File: src/rtl/psc_cnt_pkg.sv
// Shared constants for the prescaled up/down counter: the encodings used on
// the up_dn and sat_mode inputs.
package psc_cnt_pkg;

  // Count direction as presented on up_dn
  localparam logic DIR_UP = 1'b1;
  localparam logic DIR_DN = 1'b0;

  // Limit behaviour as presented on sat_mode
  localparam logic MODE_WRAP = 1'b0;
  localparam logic MODE_SAT  = 1'b1;

endpackage : psc_cnt_pkg

File: src/rtl/tick_prescaler.sv
// Free-running prescaler. It counts enabled clk cycles from 0 to PRE_MAX and
// raises tick combinationally for the whole cycle it sits at PRE_MAX. The
// tick period is therefore PRE_MAX+1 enabled cycles.
module tick_prescaler
  import psc_cnt_pkg::*;
#(
  parameter int               PRE_W   = 23,
  parameter logic [PRE_W-1:0] PRE_MAX = {PRE_W{1'b1}}
) (
  input  logic clk,
  input  logic reset,
  input  logic en,
  input  logic clr,
  output logic tick
);

  logic [PRE_W-1:0] pre_cnt_q;
  logic [PRE_W-1:0] pre_cnt_d;

  // Gating with en means that a frozen prescaler never emits a tick, even if it
  // happens to be stopped at the terminal value.
  assign tick = en && (pre_cnt_q == PRE_MAX);

  // Next prescaler value: clear beats wrap, wrap beats increment, else hold
  always_comb begin
    pre_cnt_d = pre_cnt_q;
    if (clr) begin
      pre_cnt_d = '0;
    end else if (tick) begin
      pre_cnt_d = '0;
    end else if (en) begin
      pre_cnt_d = pre_cnt_q + 1'b1;
    end
  end

  // Prescaler state register with asynchronous reset
  always_ff @(posedge clk or posedge reset) begin
    if (reset) begin
      pre_cnt_q <= '0;
    end else begin
      pre_cnt_q <= pre_cnt_d;
    end
  end

endmodule : tick_prescaler

File: src/rtl/prescaled_updown_counter.sv
// Prescaled up/down tick counter. A tick_prescaler divides clk; each tick
// steps a CNT_W-bit counter up or down, either wrapping or saturating at the
// limits. A registered tc pulse marks every tick taken at the limit in the
// active direction.
// Optional build macro PSC_STICKY_TC_EN adds a sticky tc_flag output, cleared
// by tc_ack or clr.
module prescaled_updown_counter
  import psc_cnt_pkg::*;
#(
  parameter int               CNT_W   = 4,
  parameter int               PRE_W   = 23,
  parameter logic [PRE_W-1:0] PRE_MAX = {PRE_W{1'b1}}
) (
  input  logic             clk,
  input  logic             reset,
  input  logic             en,
  input  logic             clr,
  input  logic             load,
  input  logic [CNT_W-1:0] load_val,
  input  logic             up_dn,
  input  logic             sat_mode,
  output logic [CNT_W-1:0] count,
  output logic             tick,
`ifdef PSC_STICKY_TC_EN
  output logic             tc_flag,
  input  logic             tc_ack,
`endif
  output logic             tc
);

  localparam logic [CNT_W-1:0] CNT_MAX = {CNT_W{1'b1}};

  logic [CNT_W-1:0] count_q;
  logic [CNT_W-1:0] count_d;
  logic [CNT_W-1:0] step_val;
  logic             tc_q;
  logic             tc_d;
  logic             at_limit;
  logic             hold_at_limit;

  tick_prescaler #(
    .PRE_W   (PRE_W),
    .PRE_MAX (PRE_MAX)
  ) u_prescaler (
    .clk   (clk),
    .reset (reset),
    .en    (en),
    .clr   (clr),
    .tick  (tick)
  );

  // Value the counter takes on a tick. Wrapping comes for free from the
  // modulo-2^CNT_W arithmetic; saturation just suppresses the step.
  always_comb begin
    at_limit      = (up_dn == DIR_UP) ? (count_q == CNT_MAX) : (count_q == '0);
    hold_at_limit = (sat_mode == MODE_SAT) && at_limit;
    step_val      = count_q;
    if (!hold_at_limit) begin
      step_val = (up_dn == DIR_UP) ? (count_q + 1'b1) : (count_q - 1'b1);
    end
  end

  // Counter and tc next state: clr > load > tick step > hold. tc only fires
  // when the step itself wins the edge.
  always_comb begin
    count_d = count_q;
    tc_d    = 1'b0;
    if (clr) begin
      count_d = '0;
    end else if (load) begin
      count_d = load_val;
    end else if (tick) begin
      count_d = step_val;
      tc_d    = at_limit;
    end
  end

  // Counter and tc registers with asynchronous reset
  always_ff @(posedge clk or posedge reset) begin
    if (reset) begin
      count_q <= '0;
      tc_q    <= 1'b0;
    end else begin
      count_q <= count_d;
      tc_q    <= tc_d;
    end
  end

  assign count = count_q;
  assign tc    = tc_q;

`ifdef PSC_STICKY_TC_EN
  logic tc_flag_q;
  logic tc_flag_d;

  // Sticky flag: clr clears, a new tc sets (winning over ack), ack clears
  always_comb begin
    tc_flag_d = tc_flag_q;
    if (clr) begin
      tc_flag_d = 1'b0;
    end else if (tc_d) begin
      tc_flag_d = 1'b1;
    end else if (tc_ack) begin
      tc_flag_d = 1'b0;
    end
  end

  // Sticky flag register with asynchronous reset
  always_ff @(posedge clk or posedge reset) begin
    if (reset) begin
      tc_flag_q <= 1'b0;
    end else begin
      tc_flag_q <= tc_flag_d;
    end
  end

  assign tc_flag = tc_flag_q;
`endif

endmodule : prescaled_updown_counter

File: config.mk
export PLATFORM = sky130hd
export DESIGN_NAME = prescaled_updown_counter
export DESIGN_NICKNAME = d
export VERILOG_FILES = /design/src/rtl/psc_cnt_pkg.sv /design/src/rtl/tick_prescaler.sv /design/src/rtl/prescaled_updown_counter.sv
export SDC_FILE = /design/constraint.sdc
export NUM_CORES = 1
export LEC_CHECK = 0
export CAP_MARGIN = 20
export CORE_AREA = 2 2 56 58
export CTS_BUF_LIST = sky130_fd_sc_hd__clkbuf_8
export CTS_CLUSTER_DIAMETER = 120
export DETAILED_ROUTE_END_ITERATION = 10
export DIE_AREA = 0 0 58 60
export GPL_ROUTABILITY_DRIVEN = 0
export GPL_TIMING_DRIVEN = 0
export PLACE_DENSITY_LB_ADDON = 0.12
export SKIP_LAST_GASP = 1
export SYNTH_ARGS = -nofsm -noshare
export SYNTH_HDL_FRONTEND = slang
export SYNTH_HIERARCHICAL = 1
export SYNTH_SLANG_ARGS = --single-unit
export TNS_END_PERCENT = 100
File: constraint.sdc
create_clock -name clk -period 4.1 [get_ports clk]
set_input_delay 0.82 -clock clk [delete_from_list [all_inputs] [get_ports clk]]
set_output_delay 0.82 -clock clk [all_outputs]
set_load 0.01 [all_outputs]
==> Word-level counts from Yosys, hierarchy flattened <==
Cells that the tools add are included.
W data, S select, Z words.
{ "word_totals": {"ff_bits": 28, "input_bits": 11, "output_inout_bits": 6, "word_cells": 27} }
{ "op_classes": {"n_addsub": 3, "n_eq_ne": 3, "muxes": 12, "reduce_logical": 6} }
{ "op_table": {"columns": ["op", "count"], "rows": [
  ["$mux W23", 3],
  ["$add A23 B1 Y23 const B", 1],
  ["$eq A23 B23 Y1 const B", 1],
  ["$mux W4", 5],
  ["$reduce_bool A3 Y1", 2],
  ["$add A4 B1 Y4 const B", 1],
  ["$eq A4 B4 Y1 const B", 1],
  ["$logic_not A4 Y1", 1],
  ["$mux W1", 4],
  ["$sub A4 B1 Y4 const B", 1],
  ["$ne A3 B3 Y1 const B", 1],
  ["$logic_and A1 B1 Y1", 2],
  ["$reduce_and A2 Y1", 1]
]} }

==> Depth between registers and ports, before layout <==
{ "depth": {"ltp_word": 7, "ltp_mapped": 8, "mapped_depth_nobuf": 8} }

==> Modules after synthesis <==
Netlist, hierarchy kept.
{ "by_module_without_submodules": {"columns": ["mod", "n_inst", "cells_per_inst", "area_each_um2", "seq_area_each_um2"], "rows": [
  ["tick_prescaler", 1, 134, 1247.4, 575.6],
  ["prescaled_updown_counter", 1, 49, 427.9, 125.1]
]} }

==> Worst setup path before layout <==
Ideal clock, no wire load.
{ "synth_path": {"kind": "in2out", "from": "input en", "to": "output tick", "arrival_ps": 1818, "required_ps": 3280, "slack_ps": 1462, "cell_stages": 4, "path_buffers": 1, "path_cell_list": "clkbuf_1 > nand4_1 > or3_1 > nor2_1"} }
{ "synth_between": {"elab_chain_len": 1} }
{ "synth_lines": {"columns": ["element", "line_no", "source"], "rows": [
  ["start: declaration", "prescaled_updown_counter.sv:16", "input logic en,"],
  ["$logic_and A1 B1 Y1", "tick_prescaler.sv:22", "assign tick = en && (pre_cnt_q == PRE_MAX);"],
  ["end: declaration", "prescaled_updown_counter.sv:23", "output logic tick,"]
]} }
No other way between the ends.

==> Worst setup path after layout <==
{ "layout_path": {"from": "register u_prescaler.pre_cnt_q[5]", "to": "output tick"} }
{ "layout_between": {"elab_chain_len": 2} }
{ "layout_lines": {"columns": ["element", "line_no", "source"], "rows": [
  ["start: declaration", "tick_prescaler.sv:17", "logic [PRE_W-1:0] pre_cnt_q;"],
  ["start signal: assignment", "tick_prescaler.sv:41", "pre_cnt_q <= pre_cnt_d;"],
  ["$eq A23 B23 Y1", "tick_prescaler.sv:22", null],
  ["$logic_and A1 B1 Y1", "tick_prescaler.sv:22", null]
]} }
No other way between the ends.

==> results summary <==
The flow ran to the end, and the final reports show no timing, DRC or antenna violations. The number of global-route vias before repair was 1395. The number of resized instances in the post-cts repair step came out at 0.

The number of I/O pins is 17. The total wirelength of the detailed-routed design is 3660 um. In the post-route analysis, the smallest setup slack over all paths is 0.668 ns. The highest cell delay on the worst timing path came out at 0.62 ns. The data required time of the critical path is 3.28 ns. The transition time at the pin with the least slew margin is 0.909 ns. The terminus of the critical flop-to-flop path is count[3]$_DFFE_PP0P_. The share of flip-flops with an asynchronous set or reset is 100%. The number of standard cells after synthesis came out at 183. The maximum count of clock buffers along a single path is 2. Based on the critical path, the design can be clocked at up to 291 MHz. The worst setup path is captured at an output port. The initial antenna violation count is 0. Walking the worst path, the cells encountered are nand4_4, or4_4, buf_6, nor2_1, clkdlybuf4s50_1.

The worst reg-to-reg path cell count is 8. The layout cell share with drive strength beyond 1 came out at 7.43%. The worst setup path is launched from a flop.

The net count after synthesis is 198. dfrtp_1 is the most common cell in the netlist. Data arrives at the worst endpoint at 2.61 ns. The headroom to the max-slew limit came out at 39.4%.

The global-route usage over all layers came out at 23.1%. In this run the number of H-tree levels came out at 1. The combinational cell fraction of total power came out at 11.6%. The post-cts hold buffer count came out at 0.

The initial core utilization came out at 57.7%. The most critical setup path has its startpoint at u_prescaler/pre_cnt_q[5]$_DFFE_PP0P_. The critical path crosses 5 cells after its start point. The count of unique library cells instantiated by Yosys came out at 42. The number of max-slew violations in the final report came out at 0. The net switching share of the total power came out at 22.1%.

The number of max-cap violations came out at 0. The area share of the leading cell type in the synthesized netlist came out at 41.8%. The type of the setup path with the least slack is reg2out.

After synthesis, the cell types taking the most area are dfrtp_1 42%, xnor2_1 5.2%, a21oi_1 4.5%. Each instance of the synthesized netlist takes up on average 9.15 um2. The kind of cell adding the most delay to the critical path is simple AND/OR/NAND/NOR gates. Buffers inserted during clock tree synthesis total 3. The flip-flop and latch count after synthesis came out at 28. The core region area is 2900 um2. The final antenna diode count is 0. Counting every sink on the clock net gives 28. Among all stages on the critical path, the largest delay is contributed by or4_4.

For this run the aggregate overflow at the end of global routing stands at 0. The post-route clock period utilization came out at 83.7%. TritonCTS built the clock tree.

Setup repair after global routing left no endpoint under its margin. Along the worst hold path, the cell count comes to 2. Counting instances in the post-synthesis netlist gives the leading cell types as 28 x dfrtp_1, 18 x nor2_1, 15 x a21oi_1. The flop-to-flop setup slack is 1.51 ns. After detailed routing, the number of vias per cell comes to 6.38. The pin count of the biggest net entering global routing came out at 24. Clock skew on the completed layout was measured at 0.00508 ns. The cell internal power dissipation came out at 0.443 mW. The number of enable flip-flop cells after synthesis is 0. The clock group share of total power came out at 37.5%.

The part of the total power dissipated in sequential elements came out at 50.9%. The overall die height came out at 60 um. The end point of the critical path is tick. The aggregate negative setup slack is 0 ns.

In this run the core area contains 20 standard-cell rows. The die covers 3480 um2. During placement, the flow inserted port buffers numbering 15. The post-detailed-route DRC marker count came out at 0. The buffers plus inverters on the worst setup path is 2. The biggest area consumer among synthesized cells is dfrtp_1. The maximum VDD drop is 0.000220 V. In this run the cell area of the synthesized design comes to 1680 um2.

The final antenna-violating net count came out at 0. The static power due to leakage is 0.748 nW. The most used flip-flop cell after synthesis is dfrtp_1. The minimum period implied by the final worst setup slack is 3.43 ns. The switching power total came out at 0.126 mW. The total iterations of the first detailed-routing run is 4. At the later pin of the worst-skew pair, clock insertion delay measures 0.27 ns. The worst register-to-register path begins at u_prescaler/pre_cnt_q[5]$_DFFE_PP0P_. The detailed router's first-iteration violation count is 86.

The first-pass GRT wire length came out at 6150 um. The synthesis-to-finish area growth is 15.7%. The filler cells instantiated in the layout total 249. The final net count came out at 218.

The hold violation total from the final report came out at 0. In the final routed layout, each cell accounts on average for 15.6 um. The yosys synthesis warning count is 6. The clock transition at the register clock pins on the worst setup and hold paths after CTS came out at 0.09 ns. The final-report setup violation count is 0. Along the worst path, the maximum fanout reaches 10. The floorplan step set the die width to 58 um.

For this run, the register share of the synthesized area comes to 41.8%. The total number of vias is 1499. The buffer count from post-CTS setup fixing came out at 0. The post-DP HPWL is 2750 um. CTS placed an instance of clkbuf_8 at the clock tree root.

The ratio of total power to cell area is 293 nW/um2. The worst slack at placement came out at 0.722 ns. The worst hold path belongs to the class reg2reg.
==> flip-flops by register name, indices dropped and copies added, names as in the netlist <==
signal,cells
u_prescaler/pre_cnt_q,23
count,4
tc,1
==> worst register-to-register path, stage by stage, from the launching register on <==
cell,delay (ns)
dfrtp_1,0.49
nand4_4,0.17
or4_4,0.62
buf_6,0.17
nor2_1,0.29
nor2_1,0.09
a31oi_2,0.28
a21oi_1,0.11
a311oi_1,0.28
==> per-stage QoR <==
stage	area (um2)	cells	utilization [%]	hold WS [ns]	total power, mW
final	1940	235	66.8	0.515	0.568
after global routing	1940	235	66.8	0.565	0.594
after CTS	1940	235	66.8	0.507	0.576
after detailed placement	1870	231	64.3	0.486	0.361
after global placement	1870	231	64.3	0.484	0.357
after floorplan	1680	183	-	0.463	0.333
==> power groups by stage <==
stage	Sequential (mW)	Combinational [mW]	Clock, mW
2_1_floorplan	0.294	0.0390	0
3_3_place_gp	0.294	0.0634	0
3_5_place_dp	0.294	0.0663	0
4_1_cts	0.289	0.0667	0.221
5_1_grt	0.291	0.0733	0.230
6_report	0.289	0.0658	0.213
==> kinds of logic after synthesis <==
| family | share of synthesized area (%) |
|---|---|
| AOI/OAI and AO/OA | 14.7 |
| xor gates and xnor gates | 7.32 |
| adders and majority gates | 3.44 |
| buffers and inverters | 3.29 |
| DFF | 41.8 |
| muxes | 1.19 |
| and+or+nand+nor | 28.2 |
==> per-layer routing <==
metal / vias to the layer above / track usage [%] / part of all wire (%)
met5: - / 0 / 0
met1: 733 / 29.7 / 44
li1: 709 / - / -
met2: 55 / 40.6 / 50
met3: 2 / 2.81 / 4.9
met4: 0 / 7.31 / 0.46
==> how the worst min path moves through the flow <==
stage / from / slack [ns] / end
after floorplan: u_prescaler/pre_cnt_q[22]$_DFFE_PP0P_ / 0.46 / u_prescaler/pre_cnt_q[22]$_DFFE_PP0P_
after global placement: u_prescaler/pre_cnt_q[22]$_DFFE_PP0P_ / 0.48 / u_prescaler/pre_cnt_q[22]$_DFFE_PP0P_
after detailed placement: u_prescaler/pre_cnt_q[22]$_DFFE_PP0P_ / 0.49 / u_prescaler/pre_cnt_q[22]$_DFFE_PP0P_
after CTS: u_prescaler/pre_cnt_q[22]$_DFFE_PP0P_ / 0.51 / u_prescaler/pre_cnt_q[22]$_DFFE_PP0P_
final: u_prescaler/pre_cnt_q[22]$_DFFE_PP0P_ / 0.51 / u_prescaler/pre_cnt_q[22]$_DFFE_PP0P_
after global routing: u_prescaler/pre_cnt_q[22]$_DFFE_PP0P_ / 0.57 / u_prescaler/pre_cnt_q[22]$_DFFE_PP0P_
==> final cells by class <==
class                   count  area, um2  share of cell area, %
multi-input cells         143        920                   47.4
clock inverters             1       30.0                   1.55
well taps                  33       41.3                   2.13
plain buffers               6       32.5                   1.68
flip-flops and latches     28        701                   36.2
clock buffers               3       41.3                   2.13
repair buffers             15        150                   7.75
inverters                   6       22.5                   1.16
==> layout by cell type (no fill, tap or decap), types with 2 or more instances in the layout <==
master / netlist / final
dfrtp_1: 28 / 28
nor2_1: 18 / 18
a21oi_1: 15 / 15
clkdlybuf4s50_1: 0 / 15
nand3_1: 13 / 13
xnor2_1: 10 / 10
o21ai_0: 9 / 9
nand2_1: 9 / 9
nor3_1: 8 / 8
inv_1: 6 / 6
or3_1: 6 / 6
or4_1: 5 / 5
nand4_1: 5 / 5
xor2_1: 4 / 4
nor4_1: 4 / 4
nand2b_1: 3 / 3
ha_1: 3 / 3
clkbuf_8: 0 / 3
clkbuf_1: 3 / 3
o31ai_1: 3 / 3
mux2i_1: 2 / 2
buf_2: 2 / 2
a31oi_1: 2 / 2
nor2b_1: 2 / 2
a311oi_1: 2 / 2
and3_1: 2 / 2
o211ai_1: 2 / 2
Power figures use the tool's default switching activity.
